## src/rtl/dcache_pkg.sv

```systemverilog
`default_nettype none
// ============================================================================
// Module   : dcache_pkg
// Brief    : Shared widths, FSM state encoding and helpers for the data cache.
// Revision : 1.0
// ============================================================================
package dcache_pkg;

    localparam int TAG_W      = 3;
    localparam int INDEX_W    = 3;
    localparam int OFFSET_W   = 2;
    localparam int ADDR_W     = TAG_W + INDEX_W + OFFSET_W;
    localparam int MEM_ADDR_W = TAG_W + INDEX_W;
    localparam int BLOCK_W    = 32;

    typedef enum logic [1:0] {
        IDLE      = 2'd0,
        WRITEBACK = 2'd1,
        FETCH     = 2'd2,
        UPDATE    = 2'd3
    } state_t;

    function automatic logic [MEM_ADDR_W-1:0] block_addr(
        input logic [TAG_W-1:0]   tag,
        input logic [INDEX_W-1:0] index
    );
        return {tag, index};
    endfunction

endpackage
`default_nettype wire

```

## src/rtl/dcache_ctrl.sv

```systemverilog
`default_nettype none
// ============================================================================
// Module   : dcache_ctrl
// Brief    : Miss-handling FSM; memory strobes are registered from next state.
// Revision : 1.0
// ============================================================================
module dcache_ctrl
    import dcache_pkg::*;
(
    input  logic   CLK,
    input  logic   RESET,
    input  logic   hit,
    input  logic   dirty,
    input  logic   READ,
    input  logic   WRITE,
    input  logic   MEM_BUSYWAIT,
    output state_t state,
    output logic   MEM_READ,
    output logic   MEM_WRITE,
    output logic   update
);

    state_t r_state;
    state_t w_next_state;
    logic   r_mem_read;
    logic   r_mem_write;

    always_ff @(posedge CLK) begin
        if (RESET) begin
            r_state     <= IDLE;
            r_mem_read  <= 1'b0;
            r_mem_write <= 1'b0;
        end else begin
            r_state     <= w_next_state;
            r_mem_read  <= (w_next_state == FETCH);
            r_mem_write <= (w_next_state == WRITEBACK);
        end
    end

    always_comb begin
        w_next_state = r_state;
        case (r_state)
            IDLE: begin
                if ((READ || WRITE) && !hit)
                    w_next_state = dirty ? WRITEBACK : FETCH;
            end
            WRITEBACK: begin
                if (!MEM_BUSYWAIT)
                    w_next_state = FETCH;
            end
            FETCH: begin
                if (!MEM_BUSYWAIT)
                    w_next_state = UPDATE;
            end
            UPDATE:  w_next_state = IDLE;
            default: w_next_state = IDLE;
        endcase
    end

    assign state     = r_state;
    assign MEM_READ  = r_mem_read;
    assign MEM_WRITE = r_mem_write;
    assign update    = (r_state == UPDATE);

endmodule
`default_nettype wire

```

## src/rtl/dcache.sv

```systemverilog
`default_nettype none
// ============================================================================
// Module   : dcache
// Brief    : Direct-mapped write-back, write-allocate byte data cache.
// Revision : 1.0
// ============================================================================
module dcache
    import dcache_pkg::*;
#(
    parameter int NUM_BLOCKS  = 8,
    parameter int BLOCK_BYTES = 4
) (
    input  logic                  CLK,
    input  logic                  RESET,
    input  logic                  READ,
    input  logic                  WRITE,
    input  logic [ADDR_W-1:0]     ADDRESS,
    input  logic [7:0]            WRITEDATA,
    output logic [7:0]            READDATA,
    output logic                  BUSYWAIT,
    output logic                  MEM_READ,
    output logic                  MEM_WRITE,
    output logic [MEM_ADDR_W-1:0] MEM_ADDRESS,
    output logic [BLOCK_W-1:0]    MEM_WRITEDATA,
    input  logic [BLOCK_W-1:0]    MEM_READDATA,
    input  logic                  MEM_BUSYWAIT
);

    logic [NUM_BLOCKS-1:0]        r_valid;
    logic [NUM_BLOCKS-1:0]        r_dirty;
    logic [TAG_W-1:0]             r_tag  [NUM_BLOCKS];
    logic [BLOCK_BYTES-1:0][7:0]  r_data [NUM_BLOCKS];

    logic [MEM_ADDR_W-1:0]        r_req_addr;
    logic [MEM_ADDR_W-1:0]        r_wb_addr;
    logic [BLOCK_W-1:0]           r_wb_data;

    logic [TAG_W-1:0]             w_tag;
    logic [INDEX_W-1:0]           w_index;
    logic [OFFSET_W-1:0]          w_offset;
    logic [TAG_W-1:0]             w_fill_tag;
    logic [INDEX_W-1:0]           w_fill_index;
    logic                         w_req;
    logic                         w_hit;
    logic                         w_dirty;
    logic                         w_update;
    logic                         w_miss_start;
    logic                         w_write_hit;
    state_t                       w_state;

    assign w_tag        = ADDRESS[ADDR_W-1 -: TAG_W];
    assign w_index      = ADDRESS[OFFSET_W +: INDEX_W];
    assign w_offset     = ADDRESS[OFFSET_W-1:0];
    assign w_fill_tag   = r_req_addr[MEM_ADDR_W-1 -: TAG_W];
    assign w_fill_index = r_req_addr[INDEX_W-1:0];

    assign w_req        = READ || WRITE;
    assign w_hit        = r_valid[w_index] && (r_tag[w_index] == w_tag);
    assign w_dirty      = r_valid[w_index] && r_dirty[w_index];
    assign w_miss_start = (w_state == IDLE) && w_req && !w_hit;
    // A simultaneous READ and WRITE is a store, so WRITE alone decides.
    assign w_write_hit  = (w_state == IDLE) && WRITE && w_hit;

    dcache_ctrl u_ctrl (
        .CLK          (CLK),
        .RESET        (RESET),
        .hit          (w_hit),
        .dirty        (w_dirty),
        .READ         (READ),
        .WRITE        (WRITE),
        .MEM_BUSYWAIT (MEM_BUSYWAIT),
        .state        (w_state),
        .MEM_READ     (MEM_READ),
        .MEM_WRITE    (MEM_WRITE),
        .update       (w_update)
    );

    always_ff @(posedge CLK) begin
        if (RESET) begin
            r_valid <= '0;
            r_dirty <= '0;
        end else if (w_update) begin
            r_valid[w_fill_index] <= 1'b1;
            r_dirty[w_fill_index] <= 1'b0;
        end else if (w_write_hit) begin
            r_dirty[w_index] <= 1'b1;
        end
    end

    always_ff @(posedge CLK) begin
        if (w_update) begin
            r_tag[w_fill_index]  <= w_fill_tag;
            r_data[w_fill_index] <= MEM_READDATA;
        end else if (w_write_hit) begin
            r_data[w_index][w_offset] <= WRITEDATA;
        end
    end

    // Miss context is latched so the transfer completes even if the CPU
    // withdraws or changes its request mid-miss.
    always_ff @(posedge CLK) begin
        if (RESET) begin
            r_req_addr <= '0;
            r_wb_addr  <= '0;
            r_wb_data  <= '0;
        end else if (w_miss_start) begin
            r_req_addr <= ADDRESS[ADDR_W-1:OFFSET_W];
            if (w_dirty) begin
                r_wb_addr <= block_addr(r_tag[w_index], w_index);
                r_wb_data <= r_data[w_index];
            end
        end
    end

    assign MEM_ADDRESS   = (w_state == WRITEBACK) ? r_wb_addr : r_req_addr;
    assign MEM_WRITEDATA = r_wb_data;
    assign READDATA      = r_data[w_index][w_offset];
    assign BUSYWAIT      = w_req && ((w_state != IDLE) || !w_hit);

endmodule
`default_nettype wire
```

## config.mk

```make
export PLATFORM = sky130hd
export DESIGN_NAME = dcache
export DESIGN_NICKNAME = d
export VERILOG_FILES = /design/src/rtl/dcache_pkg.sv /design/src/rtl/dcache_ctrl.sv /design/src/rtl/dcache.sv
export SDC_FILE = /design/constraint.sdc
export NUM_CORES = 1
export LEC_CHECK = 0
export CAP_MARGIN = 20
export CORE_MARGIN = 2
export CORE_UTILIZATION = 25
export DETAILED_ROUTE_END_ITERATION = 8
export PLACE_DENSITY = 0.47
export SLEW_MARGIN = 10
export SYNTH_ARGS = -nofsm -noshare
export SYNTH_HDL_FRONTEND = slang
export SYNTH_SLANG_ARGS = --single-unit
```

## constraint.sdc

```tcl
create_clock -name CLK -period 3.54 [get_ports CLK]
set_input_delay 0.354 -clock CLK [delete_from_list [all_inputs] [get_ports CLK]]
set_output_delay 0.354 -clock CLK [all_outputs]
set_load 0.02 [all_outputs]
```

---- Yosys cells after proc, flatten, opt, wreduce, memory -nomap -nowiden ----
Memories as Yosys holds them, arrays and structs flattened.
Index checks and enable logic that the tools add are counted.
word-level totals
  register bits ........................... 64
  bits in writable memories ............... 280
  input bits .............................. 53
  word-level logic and storage cells ...... 73
  memories kept ........................... 2
memory list
  name    words  width  read ports  clocked after memory_dff  write ports  RTL line      text
  r_data  8      32     1           0                         1            dcache.sv:32  logic [BLOCK_BYTES-1:0][7:0] r_data [NUM_BLOCKS];
  r_tag   8      3      1           0                         1            dcache.sv:31  logic [TAG_W-1:0] r_tag [NUM_BLOCKS];
operators by class
  order comparisons ....................... 6
  equality and inequality tests ........... 6
  multiplexer cells ....................... 28
  bitwise operators ....................... 4
  reduce and logical (&&, ||, !) cells .... 19
operators with widths
  cell                                                                    count
  32-bit 2-to-1 mux                                                       3
  8-bit 2-to-1 mux                                                        4
  32-bit OR reduction                                                     1
  8-bit binary-select mux with 2-bit select                               1
  8-bit demux with 2-bit select                                           1
  8-bit OR                                                                2
  1-bit logical AND                                                       11
  8-bit bitwise AND                                                       1
  3-bit by 4-bit < comparator with 1-bit output (second input constant)   2
  1-bit 2-to-1 mux                                                        8
  2-bit 2-to-1 mux                                                        4
  8-bit NOT                                                               1
  2-bit one-hot mux with 4 select lines                                   1
  1-bit binary-select mux with 3-bit select                               2
  1-bit demux with 3-bit select                                           2
  2-bit == test (second input constant)                                   3
  3-bit by 1-bit >= comparator with 1-bit output (second input constant)  2
  6-bit 2-to-1 mux                                                        1
  2-bit by 1-bit == test with 1-bit output (second input constant)        2
  2-bit nonzero test                                                      2
  3-bit == test                                                           1
  2-bit by 3-bit < comparator with 1-bit output (second input constant)   1
  3-bit 2-to-1 mux                                                        1
  2-bit by 1-bit >= comparator with 1-bit output (second input constant)  1
  other kinds (4)                                                         5

---- Depth between registers and ports, before layout ----
Gate-level depths: netlist of the first run.
  depth in word-level cells ............... 9
  mapped depth ............................ 10
  gate-level depth less buffers ........... 6

---- Hierarchy ----
A second synthesis of the first run with hierarchy kept.
unflattened totals
  cell total of the unflattened synthesis .. 1036
  area, all modules ....................... 14726.6 µm²
modules (own cells, without submodules)
  module       times used  cells an instance  area an instance (µm²)
  dcache       1           1016               14528.9
  dcache_ctrl  1           20                 197.7

---- Worst setup path after synthesis of the first run ----
OpenSTA, ideal clock, no wires.
  path type ............................... input port to flip-flop
  start ................................... input port ADDRESS[2]
  end ..................................... memory r_data[0][10] (netlist bit) (enable)
  library setup time ...................... 0.387 ns
  arrival time ............................ 2.643 ns
  data required time ...................... 3.153 ns
  slack ................................... 0.510 ns
  cell stages on the path ................. 8
  buffers on the path ..................... 2
  cell sequence ........................... buf_6 mux4_2 mux2i_4 xor2_1 and3_2 nand3_4 buf_2 o31ai_1
on the way
  word-level cells in the longest chain between the ends .. 9
  elaborated cells on any way between the ends .. 12
RTL lines
  item                                                                           RTL line      text
  from (decl)                                                                    dcache.sv:17  input logic [ADDR_W-1:0] ADDRESS,
  memory 8 x 3 bit or 1-bit binary-select mux with 3-bit select (tied branches)  --
  3-bit == test or 1-bit 2-to-1 mux (tied branches)                              dcache.sv:58  assign w_hit = r_valid[w_index] && (r_tag[w_index] == w_tag);
  1-bit logical AND                                                              dcache.sv:58
  1-bit logical AND                                                              dcache.sv:62  assign w_write_hit = (w_state == IDLE) && WRITE && w_hit;
  1-bit 2-to-1 mux                                                               dcache.sv:94  end else if (w_write_hit) begin
  1-bit 2-to-1 mux                                                               dcache.sv:91  if (w_update) begin
  32-bit 2-to-1 mux (not written as such)                                        dcache.sv:95  r_data[w_index][w_offset] <= WRITEDATA;
  32-bit OR reduction (no source line)                                           --
  3-bit 2-to-1 mux (no source line) or 32-bit 2-to-1 mux (tied branches)         --
  to (decl)                                                                      dcache.sv:32
Parallel ways exist; a longest one is shown, timed or not. The select of a mux whose other input is x is not followed.

---- Worst setup path after layout of the first run ----
  start ................................... input port ADDRESS[2]
  end ..................................... output port READDATA[5]
on the way
  word-level cells in the longest chain between the ends .. 3
RTL lines
  item                                       RTL line       text
  memory 8 x 32 bit                          --
  8-bit binary-select mux with 2-bit select  dcache.sv:117  assign READDATA = r_data[w_index][w_offset];
  8-bit 2-to-1 mux (not written as such)     dcache.sv:117
  to (decl)                                  dcache.sv:19   output logic [7:0] READDATA,
Every way passes these cells. The select of a mux whose other input is x is not followed.

==> results.txt, run 1 <==
The flow ran to the end, and the final reports show no timing, DRC or antenna violations. The tree built by TritonCTS fans out to 344 sinks. The count of buffers added on input and output ports is 101. For this configuration, the core starts out at a cell density of 25.17%. OpenSTA, run right after detailed placement, puts the worst setup slack at -0.2151 ns. The clock period could shrink to 3.402 ns. Of the total power, the share spent switching nets is 23.57%. Total power for the finished layout comes to 0.009301 W. In this run the mean area of a mapped cell was 14.95 um2. The wire length of the first global-routing pass came out at 68760 um. The logs give 0 for the number of nets still failing antenna checks after routing and 9347 for the total number of vias. The number of setup buffers added after CTS is 0. The kind of critical path is in2out. The die width was 244.3 um; the post-synth design cell area was 14440 um2. The tool flagged a number of max-cap violations equal to 0.

For this run, the detailed router's first-pass iteration total came to 5. For the worst setup path, the data arrival time is 3.05 ns. Relative to the synthesized area, the layout overhead comes to 27.04%.

Entering global routing, the biggest net connects 48 pins. The post-layout net count was 1216; the global-route total usage across every layer was 15.99%. After detailed routing, the number of remaining DRC violations is 0. The number of vias per cell after detailed routing works out to 4.766.

The warning count from the yosys run was 0. The power density relative to cell area is 507.1 nW/um2. Number of antenna violations at the first check in global routing: 1. The sum of net half-perimeters after detailed placement is 34280 um. The tools report the maximum frequency from static timing analysis as 0.2940 GHz. Headroom to the max-slew limit came out at 32.12%. The internal portion of the total power is 0.007109 W.

Total placed cells including tap cells: 1886. For the net switching power figure, the log shows 0.002193 W. The fraction of final layout cells with drive strength greater than 1 is 20.42%, and the number of register bits inferred by synthesis is 344.

The path class of the tightest hold or removal check is in2reg. In the final routed layout, each cell accounts on average for 24.48 um. Sequential share of power: 47.6%. The worst-margin pin slew was 1.010 ns.

The logs give 6.186 nW for the static power due to leakage and 1019 for the net count after synthesis. Most used standard cell by instance count after synthesis: sky130_fd_sc_hd__edfxtp_1. The H-tree level count was 2. The top cell type's share of synthesized area works out to 58.23%.

STA puts the critical path data required time at 3.19 ns. In the post-synthesis netlist, the biggest area contributors are sky130_fd_sc_hd__edfxtp_1 58%, sky130_fd_sc_hd__dfxtp_1 8.9%, sky130_fd_sc_hd__mux2i_1 3.9%, sky130_fd_sc_hd__mux2_1 3.4%, sky130_fd_sc_hd__nand2b_1 3.4%. The logs give 0 for the number of slew-limit violations in the final report and 1961 for the final instance count without filler cells.

The run gives 40 as the number of clock buffers inserted by TritonCTS. In this run, the combinational gates consume 8.5% of the power. Once layout is done, the placed cells without fillers occupy 18340 um2. The final period utilization was 96.09%; the clock edge transition at the registers on the reported setup and hold paths was 0.06 ns. After floorplanning, the core was divided into 88 placement rows. Counting distinct cell types in the post-synthesis netlist gives 52. The die covers 59690 um2. In the synthesized netlist the async set-or-reset flop fraction comes to 0%. Setup repair after global routing left no endpoint under its margin. The clock reaches the later pin of the worst-skew pair after 0.57 ns.

Per report_power, the clock group accounts for 43.8% of the total. The commonest cells after synthesis are 280 x sky130_fd_sc_hd__edfxtp_1, 78 x sky130_fd_sc_hd__nand2b_1, 64 x sky130_fd_sc_hd__dfxtp_1, 56 x sky130_fd_sc_hd__mux2i_1, 45 x sky130_fd_sc_hd__a221oi_1. The worst-case IR drop observed on VDD is 309.2 uV.

Clock tree synthesis selected as its root buffer the cell sky130_fd_sc_hd__clkbuf_16. The die is 244.3 um tall. Flip-flop cell with the highest count after synthesis: sky130_fd_sc_hd__edfxtp_1. Summing the sequential cell areas from Yosys gives 67.11% of the chip area.

Dominant cell type by area after synthesis: sky130_fd_sc_hd__edfxtp_1. Setup TNS: 0 ns. The worst setup path is captured at a primary output. In this run the standard cell core region covers 57370 um2. The tools report the clock skew after layout as 0.01464 ns. The synthesized instance count is 966.

The tools report the startpoint kind of the worst setup timing path as an input port. The I/O pin count is 102. For this block, the routed nets add up to 48000 um of wire. The number of design-rule violations left by the first detailed-router iteration is 874. Via count of the first global-routing pass: 9385.

The tools report the final count of negative-setup-slack endpoints as 0. Routability-driven placement finished with a final weighted congestion of 0.8203. TritonCTS built the clock tree.

Once placement finished, the instance area stood at 17040 um2. The slack of the critical path is 0.1383 ns. Along the worst path, the maximum fanout reaches 15. For the count of endpoints failing hold in the final timing report, the log shows 0.

The number of synthesized flops with an enable pin came out at 280. After global routing the overflow that remains totals 0. The run gives 3 as the number of buffers on the longest clock path.
[sequential cells by signal, indices dropped and copies added, names as in the netlist]
signal            count
r_data              256
r_req_addr            6
r_valid               8
MEM_WRITEDATA        32
r_wb_addr             6
u_ctrl.MEM_WRITE      1
r_dirty               8
u_ctrl.state          2
u_ctrl.MEM_READ       1
r_tag                24
[routing by layer]
| metal | vias up | wire length (um) | track usage, % |
|---|---|---|---|
| li1 | 4190 | - | - |
| met1 | 4696 | 22480 | 23.19 |
| met2 | 382 | 20680 | 23.41 |
| met3 | 79 | 3266 | 3.479 |
| met4 | 0 | 1575 | 5.524 |
| met5 | - | 0 | 0 |
[worst paths after layout]
path,slack [ns],cells after the start,from,end
max reg2reg,0.59,8,r_tag[5][2]$_DFFE_PP_,r_data[3][27]$_DFFE_PP_
max,0.14,8,ADDRESS[2],READDATA[5]
min reg2reg,0.44,2,r_valid[4]$_SDFFE_PP0P_,r_valid[4]$_SDFFE_PP0P_
min,0.27,3,ADDRESS[4],r_wb_addr[2]$_SDFFE_PP0P_
[power groups by stage]
stage,combinational (W),sequential (W),clock [W]
after floorplan,0.000375,0.00450,0
after global placement,0.000793,0.00451,0
after detailed placement,0.000795,0.00451,0
after CTS,0.000798,0.00443,0.00416
after global routing,0.000843,0.00443,0.00432
final,0.000795,0.00443,0.00408
[stage by stage]
step	utilization [%]	hold WS (ns)
after floorplan	-	0.4223
after global placement	29.70	0.4319
after detailed placement	29.70	0.4345
after CTS	31.96	0.3231
after global routing	31.97	0.2752
final	31.98	0.2675
[placed cells by master (no fill, tap or decap), drive strengths merged, types with 8 or more instances in the layout]
master         synthesis  final
edfxtp               280    280
nor2b                 13     13
a21oi                 18     18
o31ai                 39     39
dfxtp                 64     64
mux2                  78     78
o21ai                 26     26
a22oi                 30     30
nand3                  8      8
mux2i                 57     57
clkdlybuf4s50          0     97
clkbuf                37     44
buf                   28    123
a221oi                45     45
a22o                  13     13
clkinv                 0     23
inv                   17     19
nand2                 29     29
mux4                  16     16
nor2                  33     33
nand2b                78     78
[worst max-delay path: stages]
cell and delay [ns]:
sky130_fd_sc_hd__buf_2 0.19, sky130_fd_sc_hd__buf_4 0.25, sky130_fd_sc_hd__and3b_1 0.36, sky130_fd_sc_hd__a22o_1 0.25, sky130_fd_sc_hd__a221oi_1 0.23, sky130_fd_sc_hd__o21ai_1 0.27
sky130_fd_sc_hd__mux4_2 0.56, sky130_fd_sc_hd__clkdlybuf4s50_1 0.56
[area by class of cell]
| type | instances | area [um2] |
|---|---|---|
| diodes | 1 | 2.502 |
| multi-input cells | 540 | 4373 |
| inverters | 17 | 63.81 |
| well taps | 765 | 957.2 |
| fillers | 5661 | 39020 |
| repair buffers | 220 | 1966 |
| flip-flops and latches | 344 | 9689 |
| clock inverters | 30 | 275.3 |
| clock buffers | 44 | 1016 |
[kinds of logic (layout without fill, tap and decap cells)]
group / after synthesis / after routing / share of synthesized area (%)
AND/OR/NAND/NOR: 187 / 187 / 7.106
flip-flops: 344 / 344 / 67.11
other: 0 / 1 / 0
AO/OA/AOI/OAI: 199 / 199 / 10.32
XOR/XNOR: 3 / 3 / 0.1820
multiplexers: 151 / 151 / 12.64
buffers and inverters: 82 / 311 / 2.643
[repair_timing]
action	CTS	global route
setup endpoints to repair	2	3
gates resized for setup	2	4
pin swaps	0	1
hold buffers	0	0
Note: power is estimated with default switching activity, not from simulation.
==> inputs of run 2 (changes only) <==
==> constraint.sdc (replaced) <==
create_clock -name CLK -period 3.6 [get_ports CLK]
set_input_delay 0.36 -clock CLK [delete_from_list [all_inputs] [get_ports CLK]]
set_output_delay 0.36 -clock CLK [all_outputs]
set_load 0.02 [all_outputs]
==> run 2 against run 1 <==
  * Routed wire length barely moved
  * Clock skew rose by 0.0028 ns
  * Utilization rose by 0.081 points
  * Worst hold slack improved by 0.14 ns
  * Global-route usage rose by 0.074 points
  * Cell count fell by 0.20%
  * Clock power fell by 2%
  * Sequential share of layout area fell by 0.13 points
  * Total power fell by 2.0%
  * Worst setup slack got worse by 0.035 ns
  * Combinational power fell by 2%
  * Die area did not move
  * Critical endpoint unchanged
  * Largest power group unchanged
  * Highest routed layer unchanged
==> results.txt, run 2 (synthesis results as in run 1) <==
The post-synthesis to final-layout area growth came out at 27.36% (was 27.04%). For the sum of net half-perimeters after detailed placement, the log shows 33800 um (was 34280 um). Clock edge transition at the registers on the reported setup and hold paths: 0.05 ns (was 0.06 ns). For the total DRC errors in the routed layout, the log shows 0 (unchanged). The die area came out at 59690 um2 (unchanged). The clock tree root driver cell was sky130_fd_sc_hd__clkbuf_16 (unchanged). The logs give 3.24 ns (was 3.19 ns) for the data required time at the worst endpoint and 39.29% (was 32.12%) for the worst slew margin relative to its limit. The most common cell after layout, fill and taps aside was sky130_fd_sc_hd__edfxtp_1 (unchanged).

The worst min-delay path category is in2reg (unchanged). The global placer's final weighted congestion was 0.8760 (was 0.8203). For this run, the top clock speed supported by timing is 0.2860 GHz.

The max-capacitance violation count is 0 (unchanged), and the length in cells of the worst reg-to-reg path is 8 (unchanged). For the effective utilization at floorplan, the log shows 25.17% (unchanged). After layout, the worst path uses 97.12% of the clock period. The critical-path maximum fanout was 16 (was 15); the first-pass detailed-route iteration total was 5 (unchanged).

The tools report the number of clock buffers inserted by TritonCTS as 40 (unchanged). The tools report the placement-stage cell area as 17110 um2 (was 17040 um2). The area inside the core boundary came out at 57370 um2 (unchanged). The count of endpoints failing hold in the final timing report was 0 (unchanged); the number of buffers on the longest clock path was 3 (unchanged).

The floorplan die height is 244.3 um (unchanged). Register name with the most flops: r_data (unchanged). The fraction of final layout cells with drive strength greater than 1 is 20.30% (was 20.42%), and the final critical delay including setup and external delays is 3.496 ns. The run gives 344 (unchanged) as the number of clock sinks seen by CTS.

The number of slew-limit violations in the final report is 0 (unchanged). The diode insertion count for antenna repair came out at 0 (was 1). The run gives 0.01745 ns (was 0.01464 ns) as the clock skew after layout. For the number of buffers inserted to repair setup after CTS, the log shows 0 (unchanged). Overall power of the completed layout: 0.009119 W (was 0.009301 W).

The global-route total usage across every layer is 16.06% (was 15.99%). Most used cells in the layout excluding fill and tap cells: 280 x sky130_fd_sc_hd__edfxtp_1, 106 x sky130_fd_sc_hd__buf_4, 97 x sky130_fd_sc_hd__clkdlybuf4s50_1 (was 280 x sky130_fd_sc_hd__edfxtp_1, 113 x sky130_fd_sc_hd__buf_4, 97 x sky130_fd_sc_hd__clkdlybuf4s50_1). TritonCTS built the clock tree.

The tools report the residual overflow from global routing as 0 (unchanged). The static power due to leakage was 6.187 nW (was 6.186 nW); the per-cell routed wire length was 24.53 um (was 24.48 um). The number of gates resized after CTS is 0 (was 2), and the wire length of the first global-routing pass is 69430 um (was 68760 um). The row count is 88 (unchanged).

The kind of critical path is in2out (unchanged). The run gives 0 (unchanged) as the number of nets still failing antenna checks after routing. The depth of the worst hold-timing path is 4 (was 3), and the later-pin clock latency in the skew report is 0.56 ns (was 0.57 ns). The final wirelength came out at 48000 um (about the same). The H-tree level count is 2 (unchanged), and the data arrival time of the critical path is 3.14 ns (was 3.05 ns).

The number of vias per cell after detailed routing was 4.800 (was 4.766); the final count of negative-setup-slack endpoints was 0 (unchanged). The I/O pin count is 102 (unchanged), and the post-layout net count is 1214 (was 1216). The die width was 244.3 um (unchanged). Pin count of the biggest net entering global routing: 49 (was 48).

The flow ran to the end, and the final reports show no timing, DRC or antenna violations. The worst-margin pin slew works out to 0.9106 ns (was 1.010 ns). The post-route standard cell area excluding fillers is 18390 um2 (was 18340 um2), and the flip-flop count of the largest register after layout is 256 (unchanged). The run gives 289.5 uV (was 309.2 uV) as the peak ir drop on the vdd network. The number of buffers added to fix hold violations after cts is 0 (unchanged).

The tools report the total number of vias as 9393 (was 9347). The power density relative to cell area came out at 495.9 nW/um2 (was 507.1 nW/um2). The tools report the startpoint kind of the worst setup timing path as an input port (unchanged). The number of antenna violations at the first check in global routing is 2 (was 1). The via count of the first global-routing pass was 9566 (was 9385). The number of port buffers works out to 101 (unchanged). The setup TNS was 0 ns (unchanged). Setup repair after global routing left no endpoint under its margin. The kind of end point of the critical path was a primary output (unchanged).

The tools report the number of design-rule violations left by the first detailed-router iteration as 951 (was 874).
## run 2: path summary, 6_finish.rpt
path,from,to,slack [ns]
hold reg to reg,r_valid[6]$_SDFFE_PP0P_,r_valid[6]$_SDFFE_PP0P_,0.44
setup / recovery,ADDRESS[2],READDATA[5],0.10
hold / removal,ADDRESS[3],r_wb_addr[1]$_SDFFE_PP0P_,0.40
setup reg to reg,r_tag[7][2]$_DFFE_PP_,r_data[5][21]$_DFFE_PP_,0.64
## run 2: layer usage
layer	up-vias	wire length, um	global-route usage, %
li1	4186	-	-
met3	72	3365	3.556
met4	0	1029	4.125
met5	-	0	0
met2	363	21350	24.58
met1	4772	22250	22.92
## run 2: stage by stage
stage                     worst slack, ns  instances  hold slack [ns]  utilization (%)
final                              0.1037       1957           0.4030            32.06
after global routing              0.04830       1957           0.4028            32.06
after CTS                          0.1173       1957           0.3877            32.06
after detailed placement           0.1149       1884           0.4334            29.82
after global placement            0.08447       1884           0.4314            29.82
after floorplan                    0.5640        966           0.4223                -
## run 2: final cells by class
class | count | area, um2
fill | 5649 | 38980
clock inverter | 30 | 271.5
clock buffer | 43 | 1012
sequential | 344 | 9689
multi-input combinational | 540 | 4373
tap | 765 | 957.2
inverter | 17 | 63.81
timing repair buffer | 218 | 2022
## run 2: where the power goes
| group | internal, W | switching [W] | leakage [nW] |
|---|---|---|---|
| combinational | 0.000314 | 0.000463 | 2.52 |
| clock | 0.00233 | 0.00166 | 0.621 |
| sequential | 0.00433 | 0.0000264 | 3.05 |
| total | 0.00697 | 0.00215 | 6.19 |
## run 2: worst max-delay path, cell delays in order
cell and delay (ns):
sky130_fd_sc_hd__buf_2 0.38, sky130_fd_sc_hd__and3b_1 0.36, sky130_fd_sc_hd__buf_4 0.22, sky130_fd_sc_hd__a222oi_1 0.26, sky130_fd_sc_hd__o21ai_0 0.32, sky130_fd_sc_hd__mux4_2 0.63
sky130_fd_sc_hd__clkdlybuf4s50_1 0.57
